## src/rtl/aes_pkg.sv

```systemverilog
// rtl/aes_pkg.sv - shared GF(2^8) helpers, widths and FSM encoding for the AES inverse-mix block
package aes_pkg;

  localparam logic [7:0] GF_POLY   = 8'h1b;
  localparam int         COL_W     = 32;
  localparam int         STATE_W   = 128;
  localparam int         CNT_W     = 2;

  typedef enum logic [1:0] {
    ST_IDLE = 2'd0,
    ST_BUSY = 2'd1,
    ST_DONE = 2'd2
  } state_t;

  // multiply by x (0x02) in GF(2^8), reducing with the AES polynomial
  function automatic logic [7:0] xtime(input logic [7:0] b);
    return {b[6:0], 1'b0} ^ (b[7] ? GF_POLY : 8'h00);
  endfunction

  // general GF(2^8) multiply by shift-and-add; constant b folds to a few XORs
  function automatic logic [7:0] gf_mul(input logic [7:0] a, input logic [7:0] b);
    logic [7:0] acc;
    logic [7:0] p;
    acc = 8'h00;
    p   = a;
    for (int i = 0; i < 8; i++) begin
      if (b[i]) acc = acc ^ p;
      p = xtime(p);
    end
    return acc;
  endfunction

endpackage

```

## src/rtl/aes_inv_mixcol_col.sv

```systemverilog
// rtl/aes_inv_mixcol_col.sv - combinational AES InvMixColumns on one 32-bit column
module aes_inv_mixcol_col
  import aes_pkg::*;
(
  input  logic [COL_W-1:0] col_in,
  output logic [COL_W-1:0] col_out
);

  logic [7:0] d0, d1, d2, d3;
  logic [7:0] o0, o1, o2, o3;

  // byte 0 of a column sits in the low bits
  assign d0 = col_in[7:0];
  assign d1 = col_in[15:8];
  assign d2 = col_in[23:16];
  assign d3 = col_in[31:24];

  assign o0 = gf_mul(d0, 8'h0e) ^ gf_mul(d1, 8'h0b) ^ gf_mul(d2, 8'h0d) ^ gf_mul(d3, 8'h09);
  assign o1 = gf_mul(d0, 8'h09) ^ gf_mul(d1, 8'h0e) ^ gf_mul(d2, 8'h0b) ^ gf_mul(d3, 8'h0d);
  assign o2 = gf_mul(d0, 8'h0d) ^ gf_mul(d1, 8'h09) ^ gf_mul(d2, 8'h0e) ^ gf_mul(d3, 8'h0b);
  assign o3 = gf_mul(d0, 8'h0b) ^ gf_mul(d1, 8'h0d) ^ gf_mul(d2, 8'h09) ^ gf_mul(d3, 8'h0e);

  assign col_out = {o3, o2, o1, o0};

endmodule

```

## src/rtl/aes_128_inv_mixcol_seq.sv

```systemverilog
// rtl/aes_128_inv_mixcol_seq.sv - sequential 128-bit InvMixColumns, one column per cycle; optional round-key XOR under AES_INV_MIXCOL_ADDKEY_EN
module aes_128_inv_mixcol_seq
  import aes_pkg::*;
(
  input  logic               clk,
  input  logic               rst_n,
  input  logic               kill,
  input  logic               in_valid,
  output logic               in_ready,
  input  logic [STATE_W-1:0] in_data,
  input  logic               in_bypass,
`ifdef AES_INV_MIXCOL_ADDKEY_EN
  input  logic [STATE_W-1:0] round_key,
`endif
  output logic               out_valid,
  input  logic               out_ready,
  output logic [STATE_W-1:0] out_data
);

  state_t             state_q, state_d;
  logic [CNT_W-1:0]   cnt_q;
  logic               bypass_q;
  logic [STATE_W-1:0] data_q;
  logic [STATE_W-1:0] capture_value;
  logic               capture;
  logic               col_we;
  logic [COL_W-1:0]   col_sel;
  logic [COL_W-1:0]   col_mixed;
  logic [COL_W-1:0]   col_res;

`ifdef AES_INV_MIXCOL_ADDKEY_EN
  // key is folded in at capture so both the mix and bypass paths see it
  assign capture_value = in_data ^ round_key;
`else
  assign capture_value = in_data;
`endif

  assign col_sel = data_q[{cnt_q, 5'd0} +: COL_W];
  assign col_res = bypass_q ? col_sel : col_mixed;

  aes_inv_mixcol_col u_col (
    .col_in  (col_sel),
    .col_out (col_mixed)
  );

  // state register; kill behaves like a synchronous return to idle
  always_ff @(posedge clk or negedge rst_n) begin
    if (!rst_n) begin
      state_q <= ST_IDLE;
    end else if (kill) begin
      state_q <= ST_IDLE;
    end else begin
      state_q <= state_d;
    end
  end

  // next-state and handshake decode
  always_comb begin
    state_d   = state_q;
    in_ready  = 1'b0;
    out_valid = 1'b0;
    capture   = 1'b0;
    col_we    = 1'b0;
    case (state_q)
      ST_IDLE: begin
        in_ready = 1'b1;
        if (in_valid) begin
          capture = 1'b1;
          state_d = ST_BUSY;
        end
      end
      ST_BUSY: begin
        col_we = 1'b1;
        if (cnt_q == 2'd3) state_d = ST_DONE;
      end
      ST_DONE: begin
        out_valid = 1'b1;
        if (out_ready) state_d = ST_IDLE;
      end
      default: state_d = ST_IDLE;
    endcase
  end

  // datapath: capture the input, then write one result column per busy cycle
  always_ff @(posedge clk or negedge rst_n) begin
    if (!rst_n) begin
      cnt_q    <= '0;
      bypass_q <= 1'b0;
      data_q   <= '0;
      out_data <= '0;
    end else if (kill) begin
      cnt_q    <= '0;
      out_data <= '0;
    end else begin
      if (capture) begin
        data_q   <= capture_value;
        bypass_q <= in_bypass;
        cnt_q    <= '0;
      end
      if (col_we) begin
        out_data[{cnt_q, 5'd0} +: COL_W] <= col_res;
        cnt_q                            <= cnt_q + 2'd1;
      end
    end
  end

endmodule

```

## config.mk

```make
export PLATFORM = sky130hd
export DESIGN_NAME = aes_128_inv_mixcol_seq
export DESIGN_NICKNAME = d
export VERILOG_FILES = /design/src/rtl/aes_pkg.sv /design/src/rtl/aes_inv_mixcol_col.sv /design/src/rtl/aes_128_inv_mixcol_seq.sv
export SDC_FILE = /design/constraint.sdc
export NUM_CORES = 1
export LEC_CHECK = 0
export CORE_ASPECT_RATIO = 1.5
export CORE_MARGIN = 10
export CORE_UTILIZATION = 30
export DETAILED_ROUTE_END_ITERATION = 8
export GPL_ROUTABILITY_DRIVEN = 1
export GPL_TIMING_DRIVEN = 0
export SLEW_MARGIN = 20
export SYNTH_ARGS = -nofsm -noshare
export SYNTH_HDL_FRONTEND = slang
export SYNTH_SLANG_ARGS = --single-unit
```

## constraint.sdc

```tcl
create_clock -name clk -period 3.9 [get_ports clk]
set_clock_uncertainty 0.15 [all_clocks]
set_input_delay 0.39 -clock clk [delete_from_list [all_inputs] [get_ports clk]]
set_output_delay 0.39 -clock clk [all_outputs]
set_load 0.05 [all_outputs]
```

==> impl_metrics.json <==
{
  "synth_cell_type_count": 43,
  "tightestPinTransition_ns": 0.887,
  "rsz0062_at_grt": "true",
  "drv_cap": 0,
  "finalSetupViolations": 0,
  "antenna_left": 0,
  "synth.ff_latch_count": 261,
  "drc_errors": 0,
  "p_leak_nw": 7.32,
  "crit_family": "XOR/XNOR gates",
  "max_stage_delay_ns": 0.60,
  "cts_tree": "built",
  "drt-initial-drc-count": 467,
  "die-height_um": 277,
  "row_count": 94,
  "die_w_um": 191,
  "grt_pass1_vias": 10025,
  "syn_nets": 1156,
  "post-route-period-util": 0.964,
  "yosys-top-cells-area": "dfrtp_1, mux2_2, xnor2_1",
  "drive_gt1_frac": 0.218,
  "syn_inst": 1018,
  "avgSynthCellArea_um2": 13.0,
  "path_clk_slew_ns": 0.07,
  "async_flop_share": 1.00,
  "slew_violations": 0,
  "grt_start_max_net_pins": 92,
  "cts.sinks": 261,
  "place_area_mm2": 0.0166,
  "ys.flop_type": "dfrtp_1",
  "core_area_mm2": 0.0438,
  "gp_congestion": 0.880,
  "layout_min_cycle_time_ns": 3.76,
  "grt_pass1_wl_um": 65700,
  "power_mw": 17.2,
  "numCtsBuffers": 26,
  "p_sw_frac": 0.434,
  "drt_wl_total_um": 44300,
  "clock_latency_ns": 0.56,
  "yosysTopAreaCellShare": 0.494,
  "routedWlPerCell_um": 23.1,
  "synth-edff-count": 0,
  "overflow": 0,
  "path_buf_inv": 2,
  "cp_slowest_cell": "mux4_1",
  "root_buffer": "clkbuf_16",
  "area_delta_synth_final_pct": 34.7,
  "cp-end-kind": "flip-flop",
  "vias": 9060,
  "antenna_found_initial": 0,
  "fmax_mhz": 266,
  "hold_violations": 0,
  "synth_area_mm2": 0.0132,
  "p_clk_frac": 0.150,
  "hpwlAfterDp_um": 35200,
  "diodes": 0,
  "pwr-share-comb": 0.653,
  "fin_area_mm2": 0.0178,
  "worstHoldPathType": "input pin to flip-flop",
  "yosysWarnings": 0,
  "relSlewSlack": 0.409,
  "htreeDepth": 1,
  "crit_arrival_ns": 4.03,
  "intPower_mw": 9.72,
  "start_util": 0.302,
  "grt_usage": 0.165,
  "cp_max_fo": 10,
  "crit_type": "flip-flop to flip-flop",
  "worstPathCellList": "buf_8, mux4_1, buf_4, xnor3_2, xor3_2, xnor3_1, nand2_1, o21ai_1, o21ai_0",
  "final_util": 0.407,
  "portBuffers": 262,
  "vias_per_cell": 4.73,
  "clockBufferDepth": 3,
  "critPathLaunchType": "flip-flop",
  "dr.pass1.iters": 4,
  "status": "completed",
  "worst_ep_required_time_ns": 4.17,
  "yosysTopAreaCell": "dfrtp_1",
  "switchingPower_mw": 7.45,
  "peakVddDrop_mv": 0.554,
  "dieArea_mm2": 0.0530,
  "fin_hold_ws_ns": 0.0588,
  "boundaryPins": 264,
  "p_seq_frac": 0.197,
  "power_density_mw_per_mm2": 965,
  "synth-seq-area-share": 0.494,
  "nets": 1458
}
## sequential cells by signal, indices dropped and copies added, names as in the netlist
register	count
out_data	128
state_q	2
cnt_q	2
bypass_q	1
data_q	128
## area by class of cell
type	count	area, um^2
Timing Repair Buffer	274	2760
Inverter	5	18.8
Multi-Input combinational cell	683	6520
Sequential cell	261	6530
Fill cell	4196	25900
Tap cell	576	721
Clock inverter	12	134
Buffer	69	388
Clock buffer	36	738
## worst paths after layout
check | from | cells past startpoint | end | slack (ns)
worst max-delay path | cnt_q[0] | 9 | out_data[74] | 0.14
worst min-delay path | kill | 2 | state_q[1] | 0.06
worst max register to register | cnt_q[0] | 9 | out_data[74] | 0.14
worst min register to register | out_data[64] | 2 | out_data[64] | 0.33
max in group asynchronous | rst_n | 3 | cnt_q[0] | 2.34
min in group asynchronous | rst_n | 2 | out_data[113] | 0.29
## power by group through the flow
stage	sequential [mW]	clock (mW)	combinational, mW
2_1_floorplan	3.81	0	6.76
3_3_place_gp	3.42	0	10.4
3_5_place_dp	3.44	0	10.4
4_1_cts	3.39	2.63	11.1
5_1_grt	3.44	2.75	11.8
6_report	3.38	2.57	11.2
## cell families (layout without fill, tap and decap cells)
| logic type | Yosys count | count (layout) | synth area share |
|---|---|---|---|
| AOI/OAI and AO/OA | 151 | 151 | 0.0612 |
| buffers and inverters | 74 | 396 | 0.0301 |
| adders and majority gates | 4 | 4 | 0.00379 |
| xor gates and xnor gates | 189 | 189 | 0.179 |
| muxes | 181 | 181 | 0.183 |
| DFF | 261 | 261 | 0.494 |
| and+or+nand+nor | 158 | 158 | 0.0483 |
## routing by layer
metal / global-route usage / routed length [um] / up-vias
met5: 0 / 0 / -
met4: 0.0584 / 1470 / 0
met3: 0.0291 / 2150 / 77
met2: 0.308 / 24200 / 269
met1: 0.181 / 16500 / 4589
li1: - / - / 4125
## what timing repair did
item,4_1_cts,5_1_grt
pin swaps,0,2
gates resized for setup,25,16
setup buffers,2,6
setup endpoints to repair,97,79
hold endpoints to repair,85,0
hold buffers,1,0
## worst register-to-register path, cell delays in order (launching register included)
cell and delay, ns:
dfrtp_2 0.46, buf_8 0.22, mux4_1 0.62, buf_4 0.22
xnor3_2 0.46, xor3_2 0.47, xnor3_1 0.40, nand2_1 0.06
o21ai_1 0.37, o21ai_0 0.19
## cells in the final DEF (no fill, tap or decap), types with 6 or more instances in the layout
cell / Yosys / layout
mux2i_2: 5 / 11
mux2_2: 128 / 128
nor2_1: 15 / 15
dfrtp_1: 261 / 260
clkbuf_1: 43 / 48
mux2i_4: 0 / 7
xnor3_1: 30 / 30
o21ai_0: 101 / 100
buf_4: 7 / 17
nand2_1: 130 / 130
xor2_2: 4 / 6
buf_2: 12 / 11
a22oi_1: 6 / 6
xnor2_1: 103 / 96
a21oi_1: 10 / 6
clkdlybuf4s50_1: 0 / 261
mux4_2: 23 / 23
xor2_1: 29 / 27
mux4_1: 9 / 9
clkbuf_16: 0 / 26
o21ai_1: 23 / 23
xnor2_2: 12 / 17
## cells in the mapped netlist, types with 5 or more instances
cell	count
xnor3_1	30
nor2_1	15
o21ai_1	23
mux4_1	9
o21ai_0	101
mux4_2	23
a22oi_1	6
xnor2_2	12
mux2_2	128
xor2_1	29
buf_4	7
dfrtp_1	261
nand2_1	130
mux2i_1	16
mux2i_2	5
a21oi_1	10
clkbuf_1	43
xnor2_1	103
buf_2	12
## through the flow
step / std cells / setup TNS, ns / setup slack, ns
finish: 1916 / 0 / 0.140
global route: 1916 / -0.0145 / -0.00730
CTS: 1910 / 0 / 0.00270
detailed placement: 1859 / -12.96 / -0.428
global placement: 1856 / -2345.46 / -8.94
floorplan: 1018 / 0 / 0.631
(Power assumes the default switching activity.)
